**src/rtl/cpu_boot_sequencer_if.sv**
```systemverilog
// Host program stream into the boot sequencer.
// Valid/ready: a word transfers on a rising edge where host_valid and host_ready are both high;
// host_data must be stable while host_valid is high, and ready never depends combinationally on valid.
interface cpu_boot_sequencer_if;
  logic        host_valid;
  logic [31:0] host_data;
  logic        host_ready;

  modport master (output host_valid, output host_data, input host_ready);
  modport slave  (input host_valid, input host_data, output host_ready);
endinterface

```
**src/rtl/cpu_boot_sequencer.sv**
```systemverilog
// Boot/run controller: streams a program into CPU instruction memory, holds the CPU in reset
// for a settle window, then releases it for a bounded or unbounded run.
module cpu_boot_sequencer #(
  parameter int          DEPTH         = 64,
  parameter int          CNT_W         = 7,
  parameter logic [31:0] BASE_ADDR     = 32'h0,
  parameter int          SETTLE_CYCLES = 2,
  parameter int          RUN_CYCLES    = 0
) (
  input  logic                  clk,
  input  logic                  rst,
  input  logic                  start,
  input  logic                  abort,
  input  logic [CNT_W-1:0]      prog_len,
  cpu_boot_sequencer_if.slave   host,
  output logic                  initialize,
  output logic [31:0]           init_addr,
  output logic [31:0]           init_data,
  output logic                  cpu_rst,
  output logic                  busy,
  output logic                  done,
  output logic                  error,
  output logic [CNT_W-1:0]      words_loaded,
  output logic [2:0]            state_dbg
);

  localparam logic [2:0] S_IDLE   = 3'd0;
  localparam logic [2:0] S_LOAD   = 3'd1;
  localparam logic [2:0] S_SETTLE = 3'd2;
  localparam logic [2:0] S_RUN    = 3'd3;
  localparam logic [2:0] S_DONE   = 3'd4;

  logic [2:0]       state, state_nxt;
  logic [CNT_W-1:0] len, index;
  logic [31:0]      settle_cnt, run_cnt;
  logic             start_ok, start_bad, hs, last_word;

  assign state_dbg = state;

  always_comb begin
    start_ok  = 1'b0;
    start_bad = 1'b0;
    if (!abort && start && (state == S_IDLE || state == S_DONE)) begin
      if (prog_len != '0 && prog_len <= CNT_W'(DEPTH)) start_ok  = 1'b1;
      else                                             start_bad = 1'b1;
    end
    // abort drops any handshake landing in the same cycle
    hs        = (state == S_LOAD) && host.host_valid && host.host_ready && !abort;
    last_word = (index == len - CNT_W'(1));

    state_nxt = state;
    case (state)
      S_IDLE, S_DONE: if (start_ok) state_nxt = S_LOAD;
      S_LOAD:         if (hs && last_word) state_nxt = S_SETTLE;
      S_SETTLE:       if (settle_cnt == '0) state_nxt = S_RUN;
      S_RUN:          if (RUN_CYCLES != 0 && run_cnt == 32'(RUN_CYCLES - 1)) state_nxt = S_DONE;
      default:        state_nxt = S_IDLE;
    endcase
    if (abort) state_nxt = S_IDLE;
  end

  // Outputs are registered from the next state so they line up with the state they describe.
  always_ff @(posedge clk or negedge rst) begin
    if (!rst) begin
      state           <= S_IDLE;
      host.host_ready <= 1'b0;
      cpu_rst         <= 1'b1;
      busy            <= 1'b0;
      done            <= 1'b0;
      error           <= 1'b0;
      initialize      <= 1'b0;
      init_addr       <= '0;
      init_data       <= '0;
      words_loaded    <= '0;
      len             <= '0;
      index           <= '0;
      settle_cnt      <= '0;
      run_cnt         <= '0;
    end else begin
      state           <= state_nxt;
      host.host_ready <= (state_nxt == S_LOAD);
      cpu_rst         <= (state_nxt != S_RUN);
      busy            <= (state_nxt inside {S_LOAD, S_SETTLE, S_RUN});
      done            <= (state_nxt == S_DONE);
      initialize      <= hs;

      if (start_ok) begin
        len          <= prog_len;
        index        <= '0;
        words_loaded <= '0;
        error        <= 1'b0;
      end else if (start_bad) begin
        error <= 1'b1;
      end

      if (hs) begin
        init_addr    <= BASE_ADDR + (32'(index) << 2);
        init_data    <= host.host_data;
        words_loaded <= words_loaded + CNT_W'(1);
        if (!last_word) index <= index + CNT_W'(1);
      end

      // The final write cycle is the first SETTLE cycle, so the reset-only window follows it.
      if (state == S_LOAD && state_nxt == S_SETTLE)
        settle_cnt <= 32'(SETTLE_CYCLES);
      else if (state == S_SETTLE && settle_cnt != '0)
        settle_cnt <= settle_cnt - 32'd1;

      if (state != S_RUN && state_nxt == S_RUN)
        run_cnt <= '0;
      else if (state == S_RUN)
        run_cnt <= run_cnt + 32'd1;
    end
  end

endmodule

```
**src/flat_wrapper.sv**
```systemverilog
// flat-port wrapper written by rule: the top's interface ports become plain ports
module cpu_boot_sequencer_flat 
#(
  parameter int          DEPTH         = 64,
  parameter int          CNT_W         = 7,
  parameter logic [31:0] BASE_ADDR     = 32'h0,
  parameter int          SETTLE_CYCLES = 2,
  parameter int          RUN_CYCLES    = 0
)
  (clk, rst, start, abort, prog_len, initialize, init_addr, init_data, cpu_rst, busy, done, error, words_loaded, state_dbg, host_host_valid, host_host_data, host_host_ready);
  cpu_boot_sequencer_if host_i ();
  input  logic clk;
  input  logic rst;
  input  logic start;
  input  logic abort;
  input  logic [CNT_W-1:0] prog_len;
  output logic initialize;
  output logic [31:0] init_addr;
  output logic [31:0] init_data;
  output logic cpu_rst;
  output logic busy;
  output logic done;
  output logic error;
  output logic [CNT_W-1:0] words_loaded;
  output logic [2:0] state_dbg;
  input wire logic [$bits(host_i.host_valid)-1:0] host_host_valid;
  input wire logic [$bits(host_i.host_data)-1:0] host_host_data;
  output wire logic [$bits(host_i.host_ready)-1:0] host_host_ready;
  assign host_i.host_valid = host_host_valid;
  assign host_i.host_data = host_host_data;
  assign host_host_ready = host_i.host_ready;
  cpu_boot_sequencer #(.DEPTH(DEPTH), .CNT_W(CNT_W), .BASE_ADDR(BASE_ADDR), .SETTLE_CYCLES(SETTLE_CYCLES), .RUN_CYCLES(RUN_CYCLES)) u_core (.clk(clk), .rst(rst), .start(start), .abort(abort), .prog_len(prog_len), .host(host_i), .initialize(initialize), .init_addr(init_addr), .init_data(init_data), .cpu_rst(cpu_rst), .busy(busy), .done(done), .error(error), .words_loaded(words_loaded), .state_dbg(state_dbg));
endmodule
```
**config.mk**
```make
export PLATFORM = sky130hd
export DESIGN_NAME = cpu_boot_sequencer_flat
export DESIGN_NICKNAME = d
export VERILOG_FILES = /design/src/rtl/cpu_boot_sequencer_if.sv /design/src/rtl/cpu_boot_sequencer.sv /design/src/flat_wrapper.sv
export SDC_FILE = /design/constraint.sdc
export NUM_CORES = 1
export LEC_CHECK = 0
export BUFFER_PORTS_ARGS = -buffer_cell sky130_fd_sc_hd__buf_2
export CAP_MARGIN = 0
export CELL_PAD_IN_SITES_DETAIL_PLACEMENT = 0
export CELL_PAD_IN_SITES_GLOBAL_PLACEMENT = 1
export CORE_UTILIZATION = 45
export CTS_BUF_LIST = sky130_fd_sc_hd__clkbuf_8
export CTS_CLUSTER_SIZE = 16
export DETAILED_ROUTE_END_ITERATION = 16
export PLACE_DENSITY = 0.93
export SYNTH_ARGS = -nofsm -noshare
export SYNTH_HDL_FRONTEND = slang
export SYNTH_SLANG_ARGS = --single-unit
```
**constraint.sdc**
```tcl
create_clock -name clk -period 3.4 [get_ports clk]
set_input_delay 0.51 -clock clk [delete_from_list [all_inputs] [get_ports clk]]
set_output_delay 0.51 -clock clk [all_outputs]
set_load 0.05 [all_outputs]
```
==> results of run 1 <==
## where the power goes
group          switching, mW  total (mW)  internal [mW]
Combinational          0.343       0.465          0.122
Clock                  0.455       0.813          0.358
Sequential            0.0504        1.32           1.26
Total                  0.848        2.59           1.74
## cells in the mapped netlist (3+ instances only)
master and number:
a21oi_1 3, a31oi_1 5, and2_1 4, and3_1 6, buf_1 4, buf_2 5, buf_4 26, clkbuf_1 6
dfrtp_1 100, ha_1 4, inv_1 6, mux2_2 7, mux2i_1 5, nand2_1 138, nand3_1 13, nand4_1 12
nor2_1 47, nor3_1 13, nor4_1 7, o21ai_0 14, or3_1 4, or4_4 3, xnor2_1 23, xor2_1 15
## kinds of logic after synthesis
kind of cell	Yosys count	share of synthesized area
AOI/OAI and AO/OA	44	0.0679
xor gates and xnor gates	38	0.0674
adders and majority gates	4	0.0101
buffers and inverters	49	0.0613
DFF	101	0.512
muxes	12	0.0261
other	1	0.000760
and+or+nand+nor	264	0.254
## worst min path at each step
stage                          from                     to  slack (ns)
6_report                        rst  u_core.settle_cnt[19]        0.21
3_3_place_gp   u_core.init_data[20]   u_core.init_data[20]        0.45
2_1_floorplan                   rst            u_core.busy        0.21
4_1_cts                         rst  u_core.settle_cnt[19]        0.22
5_1_grt                         rst   u_core.settle_cnt[7]        0.26
3_5_place_dp   u_core.init_data[27]   u_core.init_data[27]        0.46
## layer usage
metal | wire length (um) | vias to the layer above | global-route usage | share of wire
met5 | 0 | - | 0 | 0
met4 | 197 | 0 | 0.0568 | 0.019
met3 | 374 | 17 | 0.0553 | 0.037
met2 | 5240 | 69 | 0.338 | 0.51
met1 | 4430 | 1871 | 0.238 | 0.43
li1 | - | 1851 | - | -
## metrics by stage
step,area (um2),power [mW]
floorplan,5030,1.70
global placement,5450,1.80
detailed placement,5450,1.81
CTS,5670,2.63
global route,5670,2.72
finish,5670,2.59
## flip-flops by register name, summed over array words and instances, names as in the netlist
signal,flops
u_core.error,1
u_core.init_addr,7
u_core.settle_cnt,32
u_core.init_data,32
u_core.busy,1
u_core.done,1
u_core.len,7
u_core.state_dbg,3
u_core.cpu_rst,1
u_core.words_loaded,7
u_core.host.host_ready,1
u_core.initialize,1
u_core.index,7
## cell usage in the layout, fill, tap and decap left out, types with 2 or more instances in the layout
| cell type | synthesis | routed |
|---|---|---|
| a211oi_1 | 2 | 2 |
| a21oi_1 | 3 | 3 |
| a31o_2 | 2 | 2 |
| a31oi_1 | 5 | 5 |
| and2_1 | 4 | 4 |
| and3_1 | 6 | 6 |
| buf_2 | 5 | 97 |
| buf_4 | 26 | 6 |
| clkbuf_8 | 0 | 9 |
| clkinvlp_4 | 0 | 2 |
| conb_1 | 1 | 25 |
| dfrtp_1 | 100 | 100 |
| ha_1 | 4 | 4 |
| inv_1 | 6 | 6 |
| inv_8 | 0 | 2 |
| mux2_2 | 7 | 7 |
| mux2i_1 | 5 | 5 |
| nand2_1 | 138 | 138 |
| nand3_1 | 13 | 13 |
| nand4_1 | 12 | 12 |
| nor2_1 | 47 | 46 |
| nor3_1 | 13 | 13 |
| nor3b_1 | 2 | 2 |
| nor4_1 | 7 | 7 |
| nor4_2 | 2 | 2 |
| nor4_4 | 2 | 2 |
| o211ai_1 | 2 | 2 |
| o21a_1 | 2 | 2 |
| o21ai_0 | 14 | 14 |
| o21bai_1 | 2 | 2 |
| or3_1 | 4 | 4 |
| or4_4 | 3 | 3 |
| xnor2_1 | 23 | 23 |
| xor2_1 | 15 | 15 |
## critical path: cells and delay by family (launching register included)
kind                   cells  cell delay [ns]
DFF                        1             0.52
buffers and inverters      3             0.86
and+or+nand+nor            3             0.71
AOI/OAI and AO/OA          1             0.20
## area by class of cell
type / count / area [um2]
sequential: 101 / 2530
clock inverter: 7 / 92.6
inverter: 6 / 22.5
multi-input combinational: 387 / 2200
fill: 979 / 4800
clock buffer: 9 / 124
tap: 136 / 170
timing repair buffer: 103 / 531
==> metrics.txt, run 1 <==
status=finished, final reports clean; Crit. Startpoint=u_core.state_dbg[1]; DR vias=3808; final period utilization=0.710; R2R depth=7; TritonCTS clock tree=yes; row count=37; Die Y=107 um; routed vias/inst=5.08; Worst-Margin Slew=0.809 ns; Area contributors post-synth=dfrtp_1, nand2_1, xnor2_1, buf_4, nor2_1; Routed WL per cell=13.7 um; worst-path fanout max=50; Fin Setup TNS=0 ns; Crit Path Category=reg2reg; Pre-antenna DRT Iters=4; synthesized area per cell=9.62 um2; MaxCap Viol Count=0; cts bufs inserted=9; clock slew at reported path FFs=0.11 ns; clk sinks=101; synthesized area=4940 um2; Max VDD drop=355 uV; FF+latch count, synth=101; PD cells=458 nW/um2; Ys Warns=0; crit path to=u_core.words_loaded[6]; input/output buffers=98; first-pass GRT wire length=17700 um; cell accounting for the most synthesized area=dfrtp_1; share of synthesized registers carrying an async set or reset=1.00; Critical Path Sink Type=flip-flop; final count of pins violating max slew=0; pre-CTS WS=0.747 ns; io pins=124; routability congestion estimate from global placement=0.759; detailed placer's ending HPWL=7230 um; Longest Clk Path Bufs=2; Setup Fix Bufs, Post-CTS=0; unrepaired setup endpoints after global routing=no; sequential share of the synthesized area=0.512; Routed WL=10200 um; # hold bufs at CTS=0; final setup vio count=0; post_cts resized=0; clock latency on the worst-skew pair=0.38 ns; WP data required=3.69 ns; share of cells above drive strength 1=0.237; DRC errors left=0; slowest stage cell, crit path=dfrtp_1; die area=11400 um2; DP Cell Count=733; setup ws final=0.987 ns; R2R Path Start=u_core.state_dbg[1]; Max Freq=0.414 GHz; Die X=107 um; Tightest Hold Check Type=in2async; relative slew slack=0.460; Unique masters post-synth=58; Initial Util=0.472; Arrival @ worst endpoint=2.70 ns; antenna violations before repair=0; Largest stage delay, worst path=0.52 ns; cells after synthesis=513; Post-synth EDFFs=0; ANT cells=0; reg2reg end=u_core.words_loaded[6]; largest net degree at the start of global routing=65; CTS Root Cell=clkbuf_8; number of DRC markers in iteration 0=153; Area growth syn-to-layout=14.8%; gr usage total=0.196; Period minus WS final=2.41 ns; Yosys top cell area share=0.507; cell mode on critical path=buf_4; post-route ant nets=0; startpoint types=flip-flop; Fin Hold WS=0.213 ns; Max Clock Skew=0.0160 ns; nets=656; number of global-route vias before repair=3804; Final Hold Fails=0; core area=10500 um2; Main synth FF type=dfrtp_1; post-layout instance count excluding filler cells=749; CTS H-tree lvls=3; Worst R2R Setup Slack=0.99 ns; static leakage=2.77 nW; remaining global-route overflow=0; Final Core Density=0.542; crit path cell chain=nor3b_1 -> nand4b_1 -> buf_4 -> inv_1 -> buf_4 -> nand4_1 -> o21ai_0
(Power assumes the default switching activity.)
==> run 2, diff against run 1 <==
Settings changed: CORE_UTILIZATION 45 to 42, PLACE_DENSITY 0.93 to 0.88.
Clock period 3.4 ns to 2.38 ns, I/O delays scaled along.
==> metrics.txt, run 2 (same netlist as run 1, synthesis figures left out) <==
ANT cells=0 (unchanged); Crit Path Category=reg2reg; Setup Fix Bufs, Post-CTS=0 (unchanged); remaining global-route overflow=0 (unchanged); relative slew slack=0.596 (+0.136); post-route ant nets=0 (unchanged); top flop regs=u_core.init_data: 32 flops, u_core.settle_cnt: 32 flops; cts bufs inserted=9 (unchanged); Routed WL per cell=13.6 um (-0.26%); Worst-Margin Slew=0.606 ns (-0.204 ns); Routed WL=10500 um (+2.1%); Max Clock Skew=0.0122 ns (-0.00376 ns); multi-input logic area=2220 um2 (+1.0%); MaxCap Viol Count=0 (unchanged); first-pass GRT wire length=17700 um (+0.11%); Crit. Startpoint=u_core.settle_cnt[25]; share of cells above drive strength 1=0.248 (+0.0119); slowest stage cell, crit path=or4_4; static leakage=2.84 nW (+2.7%); Fin Setup TNS=0 ns (unchanged); Most Crowded Layer GR=met2; detailed placer's ending HPWL=7130 um (-1.4%); number of global-route vias before repair=3775 (-0.76%); Final Power=3.72 mW (+43%); nets=667 (+1.7%); antenna violations before repair=0 (unchanged); DRC errors left=0 (unchanged); M3 GR Usage=0.0395 (-0.0158); Critical Path Sink Type=flip-flop; final setup vio count=0 (unchanged); clock slew at reported path FFs=0.10 ns (about the same); Tightest Hold Check Type=in2reg; Area growth syn-to-layout=17.8%; Initial Util=0.432 (-0.0395); clock latency on the worst-skew pair=0.37 ns (about the same); post-layout instance count excluding filler cells=767 (+2.4%); DR vias=3800 (-0.21%); Die Y=110 um (+3.4%); clk sinks=101 (unchanged); row count=39 (+5.4%); PD cells=639 nW/um2 (+40%); core area=11400 um2 (+9.1%); startpoint of the worst hold path=host_host_data[16]; die area=12200 um2 (+7.0%); Reg area=2530 um2 (unchanged); Period minus WS final=2.24 ns (-0.174 ns); Longest Clk Path Bufs=2 (unchanged); routed vias/inst=4.95 (-2.6%); Top delay family on crit path=simple AND/OR/NAND/NOR gates; worst-path fanout max=7 (-86%); crit path cell chain=or4_4 -> nor4_4 -> nand4_1 -> and4b_1 -> xnor2_1 -> nor2_1; TritonCTS clock tree=yes; met1 Track Usage GR=0.225 (-0.0137); Max VDD drop=401 uV (+13%); met2 usage=0.296 (-0.0418); most frequent cells in the layout=nand2_1, dfrtp_1, buf_2, nor2_1, conb_1; status=finished, final reports clean; number of DRC markers in iteration 0=165 (+7.8%); final period utilization=0.941 (+0.231); final count of pins violating max slew=0 (unchanged); io pins=124 (unchanged); DP Cell Count=750 (+2.3%); WP data required=2.65 ns (-1.04 ns); gr usage total=0.176 (-0.0197); largest net degree at the start of global routing=48 (-26%); input/output buffers=98 (unchanged); Final Hold Fails=0 (unchanged); Largest stage delay, worst path=0.57 ns (+0.05 ns); unrepaired setup endpoints after global routing=no; Max Freq=0.447 GHz (+7.8%); CTS Root Cell=clkbuf_8; R2R Path Start=u_core.settle_cnt[25]; Pre-antenna DRT Iters=5 (+1); CTS H-tree lvls=3 (unchanged); Die X=110 um (+3.4%); startpoint types=flip-flop; FILL cells=1065 (+8.8%); commonest non-fill, non-tap cell in the layout=nand2_1; Arrival @ worst endpoint=2.51 ns (-0.19 ns); Buf/Inv on CP=0 (-3); routability congestion estimate from global placement=0.769 (+1.3%)
run 2: cell types whose count changed in the layout (fill, tap and decap cells not counted), moves of 2 or more:
cell / delta
nor4_1: -2
clkbuf_8: +2
buf_12: +3
inv_8: -2
clkinv_4: +2
nor4_2: +2
buf_4: +7
clkinvlp_4: -2
run 2: tightest hold or removal path, cell delays in order:
cell and delay [ns]:
buf_2 0.07, nand2_1 0.04, nand2_1 0.04
run 2: what timing repair did:
action,in CTS,in global routing
hold buffers,1,0
gates resized for setup,0,3
setup endpoints to repair,0,37
endpoints found under the hold margin,41,0
run 2: area by class of cell:
class,instances,area share
clock buffers,11,0.0260
clock inverters,5,0.0103
inverters,6,0.00387
multi-input cells,387,0.382
flip-flops and latches,101,0.435
well taps,143,0.0308
repair buffers,114,0.112
run 2: where the power goes:
| part | total (mW) | leakage, nW | switching (mW) | internal, mW |
|---|---|---|---|---|
| Combinational | 0.686 | 1.52 | 0.500 | 0.186 |
| Clock | 1.15 | 0.111 | 0.608 | 0.546 |
| Sequential | 1.87 | 1.21 | 0.0680 | 1.81 |
| Total | 3.72 | 2.84 | 1.18 | 2.54 |
run 2: per-stage QoR:
step / util / setup WS (ns) / cell area [um2] / hold slack, ns
6_report: 0.509 / 0.141 / 5820 / 0.168
5_1_grt: 0.509 / 0.00115 / 5820 / 0.153
4_1_cts: 0.507 / 0.104 / 5790 / 0.145
3_5_place_dp: 0.488 / 0.0455 / 5570 / 0.409
3_3_place_gp: 0.488 / 0.115 / 5570 / 0.397
2_1_floorplan: - / 0.0969 / 5030 / 0.0614
run 2: path summary, 6_finish.rpt:
path	cells after the start	to	slack [ns]
worst max-delay path	6	u_core.settle_cnt[5]	0.14
worst min-delay path	3	u_core.init_data[16]	0.17
worst max register to register	6	u_core.settle_cnt[5]	0.14
worst min register to register	2	u_core.init_data[10]	0.48
max in group asynchronous	3	u_core.cpu_rst	1.12
min in group asynchronous	2	u_core.settle_cnt[19]	0.53
run 2: layer usage:
| layer | wire (um) | part of all wire | up-vias |
|---|---|---|---|
| li1 | - | - | 1880 |
| met1 | 4700 | 0.45 | 1836 |
| met2 | 5240 | 0.50 | 75 |
| met3 | 403 | 0.039 | 9 |
| met4 | 118 | 0.011 | 0 |
| met5 | 0 | 0 | - |
==> run 3, diff against run 2 <==
Settings changed: SETUP_SLACK_MARGIN from default to 0.5.
==> metrics.txt, run 3 (same netlist as run 1, synthesis figures left out) <==
final period utilization=0.910 (-0.0306); Pre-antenna DRT Iters=4 (-1); Max Freq=0.462 GHz (+3.4%); FILL cells=968 (-9.1%); met1 Track Usage GR=0.249 (+0.0245); clk sinks=101 (unchanged); post-route cell area=6730 um2 (+16%); DRC errors left=0 (unchanged); Most Crowded Layer GR=met2; most frequent cells in the layout=nand2_1, buf_2, dfrtp_1, buf_4, conb_1; final count of pins violating max slew=0 (unchanged); Arrival @ worst endpoint=2.47 ns (-0.04 ns); Routed WL=12600 um (+20%); Final Core Density=0.590 (+0.0804); ANT cells=0 (unchanged); remaining global-route overflow=0 (unchanged); CTS Root Cell=clkbuf_8; Crit Path Category=reg2reg; Tightest Hold Check Type=in2reg; worst-path fanout max=8 (+1); DR vias=4117 (+8.3%); die area=12200 um2 (unchanged); met2 usage=0.359 (+0.0621); number of DRC markers in iteration 0=149 (-9.7%); CTS H-tree lvls=3 (unchanged); PD cells=556 nW/um2 (-13%); detailed placer's ending HPWL=7370 um (+3.3%); cts bufs inserted=9 (unchanged); Period minus WS final=2.17 ns (-0.0729 ns); Final Hold Fails=0 (unchanged); Placement Cell Area=5660 um2 (+1.7%); Longest Clk Path Bufs=2 (unchanged); row count=39 (unchanged); routed vias/inst=5.08 (+2.5%); final setup vio count=0 (unchanged); io pins=124 (unchanged); Die X=110 um (unchanged); nets=711 (+6.6%); share of cells above drive strength 1=0.394 (+0.145); routability congestion estimate from global placement=0.773 (+0.61%); multi-input logic area=2660 um2 (+20%); gr usage total=0.206 (+0.0302); Die Y=110 um (unchanged); Area growth syn-to-layout=36.4%; top flop regs=u_core.init_data: 32 flops, u_core.settle_cnt: 32 flops; clock latency on the worst-skew pair=0.37 ns (about the same); Max VDD drop=321 uV (-20%); MaxCap Viol Count=0 (unchanged); Max Clock Skew=0.0127 ns (+0.000486 ns); WP data required=2.69 ns (+0.04 ns); first-pass GRT wire length=20300 um (+15%); static leakage=3.28 nW (+15%); largest net degree at the start of global routing=47 (-2.1%); commonest non-fill, non-tap cell in the layout=nand2_1; Fin Setup TNS=0 ns (unchanged); Fin Hold WS=0.169 ns (+0.00166 ns); status=finished, final reports clean; M3 GR Usage=0.0368 (-0.00274); unrepaired setup endpoints after global routing=yes; post-route ant nets=0 (unchanged); number of global-route vias before repair=4167 (+10%); TritonCTS clock tree=yes; startpoint types=flip-flop; core area=11400 um2 (unchanged); input/output buffers=98 (unchanged); Initial Util=0.432 (unchanged); clock slew at reported path FFs=0.10 ns (about the same); Critical Path Sink Type=flip-flop; Reg area=2530 um2 (+0.25%); Routed WL per cell=15.5 um (+14%); Final Power=3.74 mW (+0.79%); antenna violations before repair=0 (unchanged)
==> run 3: report_power, final <==
group	switching, mW	internal [mW]
clock network	0.596	0.505
logic	0.528	0.231
registers	0.0772	1.81
total	1.20	2.54
==> run 3: layout make-up <==
class / instances / share of cell area
multi-input cells: 387 / 0.395
flip-flops and latches: 101 / 0.376
repair buffers: 158 / 0.170
well taps: 143 / 0.0266
clock buffers: 10 / 0.0204
clock inverters: 6 / 0.00799
inverters: 6 / 0.00334
==> run 3: metal layers <==
| metal | wire, um | share of wire |
|---|---|---|
| met5 | 0 | 0 |
| met4 | 309 | 0.025 |
| met3 | 385 | 0.031 |
| met2 | 6690 | 0.53 |
| met1 | 5180 | 0.41 |
==> run 3: worst max-delay path, cell delays in order, from the launching register on <==
cell,delay [ns]
dfrtp_1,0.40
or4_4,0.56
nor4_4,0.28
and4_1,0.30
buf_6,0.19
o21ai_4,0.07
a21oi_4,0.15
o211a_1,0.15
==> run 3: worst paths after layout <==
path                                          endpoint  slack (ns)  cells after the start                  start
worst min-delay path               u_core.init_data[5]        0.17                      3      host_host_data[5]
max in group asynchronous               u_core.cpu_rst        1.27                      3                    rst
worst min register to register     u_core.init_data[2]        0.48                      2    u_core.init_data[2]
min in group asynchronous        u_core.settle_cnt[24]        0.48                      2                    rst
worst max register to register  u_core.host.host_ready        0.21                      7  u_core.settle_cnt[27]
worst max-delay path            u_core.host.host_ready        0.21                      7  u_core.settle_cnt[27]
==> run 3: what timing repair did <==
| item | CTS | global route |
|---|---|---|
| hold buffers | 1 | 0 |
| gates resized for setup | 56 | 38 |
| endpoints found under the hold margin | 34 | 0 |
| pin swaps | 32 | 15 |
| cloned | 3 | 1 |
| setup endpoints to repair | 88 | 48 |
| buffers inserted | 31 | 9 |
==> run 3: through the flow <==
stage | worst slack, ns | std cells
4_1_cts | 0.324 | 801
6_report | 0.214 | 811
5_1_grt | 0.119 | 811
3_3_place_gp | 0.108 | 750
2_1_floorplan | 0.312 | 537
3_5_place_dp | 0.0306 | 750
